$ cat src/rtl/bram_stream_reader.sv
// Purpose : read-side master for a 1-cycle-latency synchronous BRAM; streams a
//           contiguous, wrapping address range out on a valid/ready port.
// Latency : start in cycle 0 -> first address in cycle 1 -> first beat in cycle 3.
// Backpr. : reads are credit-limited to the 4-entry prefetch FIFO, so out_ready
//           may stall indefinitely without losing or reordering data.
//
// Ports:
//   clk, rst_n          clock, synchronous active-low reset
//   start, start_addr,  command strobe (sampled only in IDLE), first address,
//   length              word count 0..2^ADDR_W (larger values saturate)
//   busy, done          busy while streaming; one-cycle done pulse at the end
//   mem_read_addr/data  BRAM read port (data valid one cycle after address)
//   out_data/valid/     output stream; out_last marks the final beat
//   ready/last
module bram_stream_reader #(
    parameter int ADDR_W = 4,
    parameter int DATA_W = 8
) (
    input  logic              clk,
    input  logic              rst_n,
    input  logic              start,
    input  logic [ADDR_W-1:0] start_addr,
    input  logic [ADDR_W:0]   length,
    output logic              busy,
    output logic              done,
    output logic [ADDR_W-1:0] mem_read_addr,
    input  logic [DATA_W-1:0] mem_read_data,
    output logic [DATA_W-1:0] out_data,
    output logic              out_valid,
    input  logic              out_ready,
    output logic              out_last
);

    localparam logic [ADDR_W:0] DEPTH = {1'b1, {ADDR_W{1'b0}}};

    typedef enum logic [1:0] {
        S_IDLE = 2'd0,
        S_RUN  = 2'd1,
        S_DONE = 2'd2
    } state_t;

    state_t state, state_nxt;

    logic [ADDR_W:0]   len_sat;
    logic [ADDR_W-1:0] rd_addr;      // next address to put on the BRAM port
    logic [ADDR_W:0]   issue_left;   // reads still to be issued
    logic [ADDR_W:0]   beat_left;    // beats still to be handshaked

    // rd_v1: an address is on the BRAM port this cycle.
    // rd_v2: the BRAM data for last cycle's address is valid this cycle.
    logic rd_v1, rd_v2;

    logic [DATA_W-1:0] fifo_mem [4];
    logic [1:0]        wr_ptr, rd_ptr;
    logic [2:0]        fifo_count;
    logic [2:0]        occupancy;
    logic              credit_ok;

    logic issue;     // an address is driven onto the BRAM port next cycle
    logic accept;
    logic push, pop;

    assign len_sat = (length > DEPTH) ? DEPTH : length;

    // The issue decision is registered into mem_read_addr, so it is taken one
    // cycle ahead. Counting the read currently on the port (rd_v1) and the one
    // being written (rd_v2) keeps FIFO + in-flight at or below 4 without a
    // combinational path from out_ready.
    assign occupancy = fifo_count + {2'b00, rd_v1} + {2'b00, rd_v2};
    assign credit_ok = (occupancy < 3'd4);

    assign push      = rd_v2;
    assign out_valid = (fifo_count != 3'd0);
    assign out_data  = fifo_mem[rd_ptr];
    assign pop       = out_valid & out_ready;
    assign out_last  = out_valid && (beat_left == {{ADDR_W{1'b0}}, 1'b1});

    always_ff @(posedge clk) begin
        if (!rst_n) begin
            state <= S_IDLE;
        end else begin
            state <= state_nxt;
        end
    end

    always_comb begin
        state_nxt = state;
        issue     = 1'b0;
        accept    = 1'b0;
        busy      = 1'b0;
        done      = 1'b0;
        case (state)
            S_IDLE: begin
                if (start) begin
                    if (len_sat != '0) begin
                        accept    = 1'b1;
                        issue     = 1'b1;
                        state_nxt = S_RUN;
                    end else begin
                        state_nxt = S_DONE;
                    end
                end
            end
            S_RUN: begin
                busy = 1'b1;
                if ((issue_left != '0) && credit_ok) begin
                    issue = 1'b1;
                end
                if (pop && (beat_left == {{ADDR_W{1'b0}}, 1'b1})) begin
                    state_nxt = S_DONE;
                end
            end
            S_DONE: begin
                done      = 1'b1;
                state_nxt = S_IDLE;
            end
            default: begin
                state_nxt = S_IDLE;
            end
        endcase
    end

    always_ff @(posedge clk) begin
        if (!rst_n) begin
            mem_read_addr <= '0;
            rd_addr       <= '0;
            issue_left    <= '0;
            beat_left     <= '0;
            rd_v1         <= 1'b0;
            rd_v2         <= 1'b0;
            wr_ptr        <= '0;
            rd_ptr        <= '0;
            fifo_count    <= '0;
            for (int i = 0; i < 4; i++) begin
                fifo_mem[i] <= '0;
            end
        end else begin
            rd_v1 <= issue;
            rd_v2 <= rd_v1;

            if (accept) begin
                // The first read goes out with the acceptance, so the walking
                // address and issue count start one step ahead.
                mem_read_addr <= start_addr;
                rd_addr       <= start_addr + ADDR_W'(1);
                issue_left    <= len_sat - (ADDR_W+1)'(1);
                beat_left     <= len_sat;
            end else begin
                if (issue) begin
                    mem_read_addr <= rd_addr;
                    rd_addr       <= rd_addr + ADDR_W'(1);
                    issue_left    <= issue_left - (ADDR_W+1)'(1);
                end
                if (pop) begin
                    beat_left <= beat_left - (ADDR_W+1)'(1);
                end
            end

            if (push) begin
                fifo_mem[wr_ptr] <= mem_read_data;
                wr_ptr           <= wr_ptr + 2'd1;
            end
            if (pop) begin
                rd_ptr <= rd_ptr + 2'd1;
            end
            if (push && !pop) begin
                fifo_count <= fifo_count + 3'd1;
            end else if (pop && !push) begin
                fifo_count <= fifo_count - 3'd1;
            end
        end
    end

endmodule

$ cat config.mk
export PLATFORM = sky130hd
export DESIGN_NAME = bram_stream_reader
export DESIGN_NICKNAME = d
export VERILOG_FILES = /design/src/rtl/bram_stream_reader.sv
export SDC_FILE = /design/constraint.sdc
export NUM_CORES = 1
export LEC_CHECK = 0
export ABC_AREA = 1
export BUFFER_PORTS_ARGS = -buffer_cell sky130_fd_sc_hd__buf_2
export CORE_AREA = 2 2 87 89
export DETAILED_ROUTE_END_ITERATION = 7
export DIE_AREA = 0 0 89 91
export GPL_ROUTABILITY_DRIVEN = 0
export PLACE_DENSITY_LB_ADDON = 0.08
export SLEW_MARGIN = 10
export SYNTH_ARGS = -nofsm -noshare
export SYNTH_HDL_FRONTEND = slang
export SYNTH_SLANG_ARGS = --single-unit
$ cat constraint.sdc
create_clock -name clk -period 2.42 [get_ports clk]
set_clock_uncertainty 0.2 [all_clocks]
set_input_delay 0.242 -clock clk [delete_from_list [all_inputs] [get_ports clk]]
set_output_delay 0.242 -clock clk [all_outputs]
set_load 0.1 [all_outputs]
==> impl_metrics.tcl <==
set metrics [dict create \
    period_minus_slack_ns 2.27 \
    slowest_stage "dfxtp_1" \
    p_leak_uw 0.00162 \
    clock_latency_ns 0.34 \
    cp_slowest_stage_delay_ns 0.52 \
    avgSynthCellArea_um2 8.40 \
    synth_top_area_share_pct 32.0 \
    hp-class "input pin to flip-flop" \
    synth-warning-count 0 \
    yosys.area_share.simple_pct 22.6 \
    yosysTopAreaCell "edfxtp_1" \
    slew_headroom_pct 67.8 \
    dpl.hpwl_um 4480 \
    portBuffers 36 \
    cp-start-kind "flip-flop" \
    ff2ff_setup_slack_ns 0.32 \
    setup_viol 0 \
    htree_levels 3 \
    die_y_um 91 \
    cts_hold_buf 0 \
    worst-path-max-fanout 10 \
    final_cells 506 \
    worst_slew_pin_slew_ns 0.487 \
    ys_seq_elements 63 \
    path_cells "buf_4 > o21ai_0 > o22ai_2 > buf_2" \
    endpoint_kind "output pin" \
    viasPerCell 4.87 \
    cts_root_buf "clkbuf_8" \
    synth_most_common_cell "nor2_1" \
    hold_viol 0 \
    required_ns 1.98 \
    clock_sinks 63 \
    setup_tns_ns 0 \
    critPathKind "flip-flop to output pin" \
    synth_common_cells "nor2_1, nand2_1, inv_1" \
    synthCells 357 \
    cap_violations 0 \
    final_antenna_net_count 0 \
    final_area_mm2 0.00358 \
    synth_top_family_by_area "simple AND/OR/NAND/NOR gates" \
    ys_types 31 \
    drt_first_pass_iters 4 \
    rsz0062_at_grt "no" \
    synth_compound_area_share_pct 13.7 \
    wire_per_inst_um 12.6 \
    place_area_mm2 0.00337 \
    final_max_slew_viol_count 0 \
    synth_mux_area_share_pct 0 \
    chipWidth_um 89 \
    cts_made_buffers 9 \
    grt.overflow.total 0 \
    yosysSeqAreaShare_pct 52.7 \
    synth_nets 385 \
    antennaDiodeCount 0 \
    grt_pass1_wl_um 10600 \
    cts_tree "built" \
    grt_pass1_vias 2306 \
    synthFlopType "edfxtp_1" \
    route.detailed.drc 0 \
    synthXorXnorAreaFrac_pct 0.876 \
    placed_cells 490 \
    coreArea_mm2 0.00714 \
    antenna_found_initial 0 \
    ys_top_cells_by_area "edfxtp_1, dfxtp_1, nor2_1" \
    clock.fmax_mhz 440 \
    whs_ns 0.0405 \
    multiInputGateArea_mm2 0.00126 \
    async_flop_share_pct 0 \
    start_util_pct 42.0 \
    syn_to_final_growth_pct 19.4 \
    vias 2464 \
    ios 37 \
    critPathBufInv 2 \
    worst_ir_drop_vdd_mv 0.377 \
    drive_gt1_share_pct 19.2 \
    cts_max_path_buffers 2 \
    regArea_mm2 0.00158 \
    finalCritPeriodShare_pct 94.0 \
    synth_edf_count 32 \
    dieArea_mm2 0.00810 \
    cp.arrival_ns 1.83 \
    finish.utilization_pct 50.2 \
    power_density_mw_per_mm2 1120 \
    synth_area_mm2 0.00300 \
    grt_usage_pct 17.2 \
    n_fill_cell 748 \
    drt-total-wl_um 6400 \
    grt_max_degree 27 \
    critical_path.top_delay_family "buffers and inverters" \
    rows 31 \
    path_clk_slew_ns 0.07 \
    synth-adder-area-share_pct 3.17 \
    outcome "completed" \
    layout.nets 431 \
    drtIter0Drc 99 \
]
[cell type report]
type,instances,share of cell area [%]
well taps,99,3.46
clock inverters,5,2.06
inverters,44,4.72
repair buffers,44,6.78
clock buffers,10,3.56
flip-flops and latches,63,44.1
multi-input cells,241,35.3
[logic make-up (layout without fill, tap and decap cells)]
| family | after synthesis | after routing |
|---|---|---|
| AND/OR/NAND/NOR | 157 | 157 |
| AO/OA/AOI/OAI | 74 | 74 |
| flip-flops | 63 | 63 |
| buffers and inverters | 53 | 103 |
| adder cells (fa/ha/maj) | 7 | 7 |
| XOR/XNOR | 3 | 3 |
[state kept, by name (all words and copies together) (netlist names), 2 cells and up, named ones only]
name	flops
fifo_mem	32
beat_left	5
issue_left	5
mem_read_addr	4
rd_addr	4
fifo_count	3
rd_ptr	2
state	2
wr_ptr	2
[tightest hold or removal path: stages]
cell and delay (ns):
buf_2 0.07, inv_1 0.06, nor2_1 0.10
[placed cells by master (no fill, tap or decap), types with 5 or more instances in the layout]
cell	count
a21oi_1	17
clkbuf_8	9
a31oi_1	5
nand3_1	10
edfxtp_1	32
o21ai_0	36
dfxtp_1	31
nand2_1	54
inv_1	41
nand4_1	8
buf_4	8
ha_1	6
o22ai_2	8
nor2_1	75
buf_2	35
[report_power, final]
| group | total, uW | internal, uW | switching [uW] |
|---|---|---|---|
| Sequential | 1380 | 1260 | 114 |
| Clock | 963 | 567 | 396 |
| Combinational | 1660 | 392 | 1270 |
| Total | 4000 | 2220 | 1780 |
[path summary, 6_finish.rpt]
check	start	to	depth (start not counted)
max	flip-flop	out_data[4]	4
min	mem_read_data[4]	fifo_mem[2][4]	3
max reg2reg	fifo_count[1]	fifo_count[2]	10
min reg2reg	rd_v1	push	2
[per-layer routing]
metal	part of all wire, %	up-vias	track usage (%)
met5	0	-	0
met4	2.0	0	7.34
met3	4.5	11	4.82
met2	49	48	28.2
met1	45	1118	20.9
li1	-	1287	-
[metrics by stage]
| step | power, uW | setup WS (ns) |
|---|---|---|
| global placement | 3040 | 0.362 |
| floorplan | 2770 | -0.150 |
| finish | 4000 | 0.145 |
| global route | 4250 | 0.0328 |
| CTS | 4010 | 0.0553 |
| detailed placement | 3050 | 0.313 |
[what timing repair did]
item                       in CTS  in global routing
setup endpoints to repair       0                  8
gates resized for setup         0                  2
buffers inserted                0                  1
Power figures use the tool's default switching activity.
